[config.mk]
export PLATFORM = sky130hd
export DESIGN_NAME = mine_placer
export DESIGN_NICKNAME = d
export VERILOG_FILES = /design/src/rtl/busca_minas_pkg.sv /design/src/rtl/mine_placer_neighbour_counter.sv /design/src/rtl/mine_placer.sv
export SDC_FILE = /design/constraint.sdc
export NUM_CORES = 1
export LEC_CHECK = 0
export CORE_MARGIN = 2
export CORE_UTILIZATION = 61
export CTS_BUF_LIST = sky130_fd_sc_hd__clkbuf_16
export DETAILED_ROUTE_END_ITERATION = 12
export GPL_TIMING_DRIVEN = 0
export PLACE_DENSITY = 0.82
export SYNTH_ARGS = -nofsm -noshare
export SYNTH_HDL_FRONTEND = slang
export SYNTH_SLANG_ARGS = --single-unit
[constraint.sdc]
create_clock -name clk -period 17.1 [get_ports clk]
set_input_delay 4.275 -clock clk [delete_from_list [all_inputs] [get_ports clk]]
set_output_delay 4.275 -clock clk [all_outputs]
set_load 0.02 [all_outputs]
[src/rtl/busca_minas_pkg.sv]
// Shared board geometry, FSM state encoding and cell/count types for the mine placer.
package busca_minas_pkg;

   localparam int unsigned ROWS   = 8;
   localparam int unsigned COLS   = 8;
   localparam int unsigned CNT_W  = 4;
   localparam int unsigned ROW_W  = $clog2(ROWS);
   localparam int unsigned COL_W  = $clog2(COLS);
   localparam int unsigned CELLS  = ROWS * COLS;
   localparam int unsigned CELL_W = $clog2(CELLS);
   localparam int unsigned MINE_W = 4;

   typedef enum logic [2:0] {
      ST_IDLE  = 3'd0,
      ST_CLEAR = 3'd1,
      ST_PLACE = 3'd2,
      ST_COUNT = 3'd3,
      ST_DONE  = 3'd4
   } state_e;

   typedef logic [CELL_W-1:0] cell_idx_t;
   typedef logic [CNT_W-1:0]  adj_cnt_t;

   // Row-major flat index; COLS is a power of two so this is a plain concatenation.
   function automatic cell_idx_t cell_idx(input logic [ROW_W-1:0] row, input logic [COL_W-1:0] col);
      return {row, col};
   endfunction

endpackage

[src/rtl/mine_placer_neighbour_counter.sv]
// Combinational adjacent-mine counter for one cell; off-board neighbours are masked, no wrap.
module neighbour_counter
   import busca_minas_pkg::*;
(
   input  logic [CELLS-1:0] i_map,
   input  logic [ROW_W-1:0] i_row,
   input  logic [COL_W-1:0] i_col,
   output adj_cnt_t         o_count_c
);

   logic [8:0] w_hit;

   // Offsets are added one bit wider so that -1 at row/col 0 lands above the board and is masked.
   for (genvar k = 0; k < 9; k++) begin : g_nbr
      localparam int DR = (k / 3) - 1;
      localparam int DC = (k % 3) - 1;
      logic [ROW_W:0] w_r;
      logic [COL_W:0] w_c;
      assign w_r = {1'b0, i_row} + (ROW_W+1)'(DR);
      assign w_c = {1'b0, i_col} + (COL_W+1)'(DC);
      if (k == 4) begin : g_self
         assign w_hit[k] = 1'b0;
      end else begin : g_other
         assign w_hit[k] = (w_r < (ROW_W+1)'(ROWS)) && (w_c < (COL_W+1)'(COLS)) &&
                           i_map[cell_idx(w_r[ROW_W-1:0], w_c[COL_W-1:0])];
      end
   end

   always_comb begin
      o_count_c = '0;
      for (int k = 0; k < 9; k++) begin
         o_count_c = o_count_c + CNT_W'(w_hit[k]);
      end
   end

endmodule

[src/rtl/mine_placer.sv]
// Places total_mines distinct mines from a random coordinate stream, then computes per-cell adjacency counts.
// Optional safe-start zone enabled by defining MINE_PLACER_SAFE_START_EN.
module mine_placer
   import busca_minas_pkg::*;
(
   input  logic              clk,
   input  logic              rst,
   input  logic              start,
   input  logic [MINE_W-1:0] total_mines,
   input  logic [ROW_W-1:0]  random_row,
   input  logic [COL_W-1:0]  random_col,
   input  logic [ROW_W-1:0]  rd_row,
   input  logic [COL_W-1:0]  rd_col,
`ifdef MINE_PLACER_SAFE_START_EN
   input  logic [ROW_W-1:0]  safe_row,
   input  logic [COL_W-1:0]  safe_col,
`endif
   output logic              rd_mine,
   output adj_cnt_t          rd_count,
   output logic [MINE_W-1:0] placed,
   output logic              busy,
   output logic              done
);

   localparam int unsigned LIM_W = CELL_W + 1;

   state_e            r_state;
   logic [CELLS-1:0]  r_map;
   adj_cnt_t          r_cnt [CELLS];
   logic [MINE_W-1:0] r_placed;
   logic [MINE_W-1:0] r_target;
   cell_idx_t         r_idx;
   logic              r_busy;
   logic              r_done;

   cell_idx_t         w_cand;
   cell_idx_t         w_rd;
   logic              w_reject;
   logic [MINE_W-1:0] w_target;
   logic [MINE_W-1:0] w_placed_nxt;
   adj_cnt_t          w_nbr_cnt;

   assign w_cand       = cell_idx(random_row, random_col);
   assign w_rd         = cell_idx(rd_row, rd_col);
   assign w_placed_nxt = r_placed + MINE_W'(1);

`ifdef MINE_PLACER_SAFE_START_EN
   logic [ROW_W-1:0]  r_safe_row;
   logic [COL_W-1:0]  r_safe_col;
   logic              w_row_near;
   logic              w_col_near;
   logic [1:0]        w_zone_rows;
   logic [1:0]        w_zone_cols;
   logic [3:0]        w_zone_size;
   logic [LIM_W-1:0]  w_limit;

   // Candidate lies within one row and one column of the latched safe cell.
   assign w_row_near = ({1'b0, random_row} + (ROW_W+1)'(1) >= {1'b0, r_safe_row}) &&
                       ({1'b0, random_row} <= {1'b0, r_safe_row} + (ROW_W+1)'(1));
   assign w_col_near = ({1'b0, random_col} + (COL_W+1)'(1) >= {1'b0, r_safe_col}) &&
                       ({1'b0, random_col} <= {1'b0, r_safe_col} + (COL_W+1)'(1));
   assign w_reject   = r_map[w_cand] || (w_row_near && w_col_near);

   // Safe-zone footprint shrinks at board edges; the remaining cells cap the mine count.
   assign w_zone_rows = 2'd3 - 2'(safe_row == '0) - 2'(safe_row == ROW_W'(ROWS-1));
   assign w_zone_cols = 2'd3 - 2'(safe_col == '0) - 2'(safe_col == COL_W'(COLS-1));
   assign w_zone_size = 4'(w_zone_rows) * 4'(w_zone_cols);
   assign w_limit     = LIM_W'(CELLS) - LIM_W'(w_zone_size);
   assign w_target    = (LIM_W'(total_mines) > w_limit) ? MINE_W'(w_limit) : total_mines;
`else
   assign w_reject = r_map[w_cand];
   assign w_target = total_mines;
`endif

   neighbour_counter u_nbr (
      .i_map     (r_map),
      .i_row     (r_idx[CELL_W-1 -: ROW_W]),
      .i_col     (r_idx[COL_W-1:0]),
      .o_count_c (w_nbr_cnt)
   );

   always_ff @(posedge clk or negedge rst) begin
      if (!rst) begin
         r_state  <= ST_IDLE;
         r_map    <= '0;
         r_cnt    <= '{default: '0};
         r_placed <= '0;
         r_target <= '0;
         r_idx    <= '0;
         r_busy   <= 1'b0;
         r_done   <= 1'b0;
`ifdef MINE_PLACER_SAFE_START_EN
         r_safe_row <= '0;
         r_safe_col <= '0;
`endif
      end else begin
         case (r_state)
            ST_IDLE, ST_DONE: begin
               if (start) begin
                  r_target <= w_target;
`ifdef MINE_PLACER_SAFE_START_EN
                  r_safe_row <= safe_row;
                  r_safe_col <= safe_col;
`endif
                  r_busy   <= 1'b1;
                  r_done   <= 1'b0;
                  r_state  <= ST_CLEAR;
               end
            end
            ST_CLEAR: begin
               r_map    <= '0;
               r_cnt    <= '{default: '0};
               r_placed <= '0;
               r_idx    <= '0;
               r_state  <= (r_target != '0) ? ST_PLACE : ST_COUNT;
            end
            ST_PLACE: begin
               // Duplicates (and safe-zone hits) are dropped; the generator keeps supplying candidates.
               if (!w_reject) begin
                  r_map[w_cand] <= 1'b1;
                  r_placed      <= w_placed_nxt;
                  if (w_placed_nxt == r_target) begin
                     r_state <= ST_COUNT;
                  end
               end
            end
            ST_COUNT: begin
               r_cnt[r_idx] <= w_nbr_cnt;
               if (r_idx == cell_idx_t'(CELLS-1)) begin
                  r_idx   <= '0;
                  r_busy  <= 1'b0;
                  r_done  <= 1'b1;
                  r_state <= ST_DONE;
               end else begin
                  r_idx <= r_idx + CELL_W'(1);
               end
            end
            default: begin
               r_state <= ST_IDLE;
               r_busy  <= 1'b0;
               r_done  <= 1'b0;
            end
         endcase
      end
   end

   assign rd_mine  = r_map[w_rd];
   assign rd_count = r_cnt[w_rd];
   assign placed   = r_placed;
   assign busy     = r_busy;
   assign done     = r_done;

endmodule

==> reports/metrics.cfg <==
[status]
status = finished, final reports clean

[synthesis]
synth_seq_cells = 339
async_reset_ff_frac = 1.00
ys.flop_type = dfrtp_1
synth_edf_count = 0
yosysSeqAreaShare = 0.463
netlist_instances = 1638
synth_area_sq_mm = 0.0183
syn_area_per_cell_sq_um = 11.2
syn_nets = 1669
synth_cell_types = 62
ys_warn_count = 0

[clock_tree]
cts_buffers = 36
root_buffer = clkbuf_16
ctsHoldBuffers = 0
htreeDepth = 2
max-clock-path-buffers = 3
tritoncts = yes
postCtsSetupRepairBufs = 0
clock_sinks = 339
postCtsResizedCells = 0
cts.reportedPaths.clkPinSlew_ns = 0.06
insertion_delay_ns = 0.54

[floorplan]
die_area_sq_mm = 0.0314
core_sq_mm = 0.0296
dieHeight_um = 177
rows = 63
io-pin-count = 30
die_x_um = 177
start_util = 0.618

[sta]
min_period_over_period = 0.716
hold_violations = 0
tightest_slew_ns = 1.45
rsz0062_at_grt = false
drv_slew = 0
fmax_ghz = 0.0816
period_minus_slack_ns = 12.25
skew_ns = 0.0264
slew_headroom = 0.0327
setup_violations = 0

[placed_design]
gp_congestion = 1.01
place_area_sq_mm = 0.0191
port_buffers = 20
dpl.cell_count = 2051
dp_hpwl_um = 39400

[final_layout]
fin_nets = 1730
multi_input_area_sq_mm = 0.00924
design_area_sq_mm = 0.0203
regArea_sq_mm = 0.00848
diodes = 0
area_growth_pct = 10.7
final_cells = 2113
fillers = 2180
drive_above_1_share = 0.139

[grt]
grt_util_all_layers = 0.363
grt_antenna_before_repair = 0
first_global_vias = 15000
grt_start_max_net_pins = 126
grt_pass1_wl_um = 85700
grt-ovfl-total = 0

[drt]
viasPerCell = 7.17
first_pass_iters = 9
dr.first_iter.drc_count = 2065
vias = 15200
wl_um = 55300
antenna_left = 0
drc = 0
wire_per_inst_um = 26.2

[worst_hold_path]
min_path_type = reg2reg

[run]
drv_cap = 0

[worst_setup_path]
crit_fanout = 10
required_ns = 12.82
endpoint_kind = output port
crit_arrival_ns = 7.97
worstSetupPathType = in2out
critPathLaunchType = input port

[power]
power_density_mw_per_mm2 = 117
peakVddDrop_mv = 0.113
power.static_leakage_nw = 8.10

==> cell families after synthesis <==
family / count (synthesis) / synth area share
AO/OA/AOI/OAI: 372 / 0.126
XOR/XNOR: 13 / 0.00704
adder cells (fa/ha/maj): 13 / 0.0104
buffers and inverters: 147 / 0.0330
flip-flops: 339 / 0.463
multiplexers: 238 / 0.225
AND/OR/NAND/NOR: 516 / 0.135
==> worst paths after layout <==
kind                                    end  cells after the start  slack (ns)        from
max in group asynchronous         r_cnt[93]                      3       11.69         rst
worst min-delay path             r_cnt[231]                      2        0.50  r_cnt[231]
min in group asynchronous        r_cnt[162]                      1        3.87         rst
worst min register to register   r_cnt[231]                      2        0.50  r_cnt[231]
worst max register to register   r_cnt[113]                     22        9.76    r_idx[0]
worst max-delay path            rd_count[1]                      7        4.85   rd_col[1]
==> critical path, stage by stage <==
cell and delay [ns]:
buf_2 0.28, clkbuf_1 0.58, buf_1 0.76, mux4_2 0.45, mux4_2 0.56, mux4_2 0.48, clkdlybuf4s50_1 0.58
==> flip-flops by register name (all words and copies together) (netlist names) <==
signal,cells
r_state,3
r_idx,6
r_target,4
placed,4
r_map,64
busy,1
r_cnt,256
done,1
==> final cells by class <==
cell class	count	share of cell area
plain buffers	132	0.0270
clock buffers	37	0.0457
repair buffers	23	0.0132
clock inverters	25	0.0127
well taps	390	0.0241
multi-input cells	1152	0.456
inverters	15	0.00278
flip-flops and latches	339	0.419
==> synthesized netlist by cell type (7+ instances only) <==
| master | count | share of area |
|---|---|---|
| a32o_1 | 48 | 0.026 |
| xor2_1 | 7 | 0.0033 |
| or3_1 | 7 | 0.0024 |
| nand3_1 | 232 | 0.063 |
| clkbuf_1 | 84 | 0.017 |
| buf_2 | 24 | 0.0066 |
| mux2i_1 | 93 | 0.051 |
| nor2_1 | 61 | 0.013 |
| mux4_2 | 135 | 0.17 |
| nand2b_1 | 9 | 0.0031 |
| nor3_1 | 10 | 0.0027 |
| a22o_1 | 19 | 0.0091 |
| mux2_2 | 8 | 0.0049 |
| a21oi_1 | 15 | 0.0041 |
| nand2_1 | 143 | 0.029 |
| a221oi_1 | 7 | 0.0033 |
| ha_1 | 8 | 0.0055 |
| nand3b_1 | 19 | 0.0078 |
| o21ai_0 | 241 | 0.066 |
| dfrtp_1 | 339 | 0.46 |
| buf_1 | 18 | 0.0037 |
| o22ai_1 | 12 | 0.0041 |
| inv_1 | 15 | 0.0031 |
==> per-stage QoR <==
stage / util / total power, W / hold slack (ns) / TNS [ns] / setup WS [ns]
after global routing: 0.684 / 0.00244 / 0.518 / 0 / 4.78
final: 0.684 / 0.00237 / 0.499 / 0 / 4.85
after global placement: 0.641 / 0.00154 / 0.472 / -855.10 / -2.58
after detailed placement: 0.644 / 0.00155 / 0.479 / 0 / 4.96
after floorplan: - / 0.00133 / 0.463 / 0 / 6.24
after CTS: 0.684 / 0.00234 / 0.498 / 0 / 5.00
==> per-layer routing <==
layer | GRT usage | up-vias | share of wire
met1 | 0.490 | 7503 | 0.37
met3 | 0.126 | 220 | 0.13
met5 | 0.00801 | - | 0
li1 | - | 6342 | -
met2 | 0.529 | 1086 | 0.44
met4 | 0.172 | 0 | 0.051
==> cell usage in the layout, fill, tap and decap left out, types with 21 or more instances in the layout <==
| cell | count |
|---|---|
| a32o_1 | 48 |
| buf_2 | 24 |
| clkbuf_1 | 84 |
| clkbuf_16 | 37 |
| dfrtp_1 | 339 |
| inv_1 | 21 |
| mux2i_1 | 93 |
| mux4_2 | 135 |
| nand2_1 | 143 |
| nand3_1 | 232 |
| nor2_1 | 61 |
| o21ai_0 | 241 |
==> power breakdown <==
group / switching (W) / internal (W)
sequential: 0.0000642 / 0.000844
clock: 0.000333 / 0.000469
combinational: 0.000434 / 0.000224
total: 0.000832 / 0.00154
No activity file was read; power rests on OpenSTA's default activity.
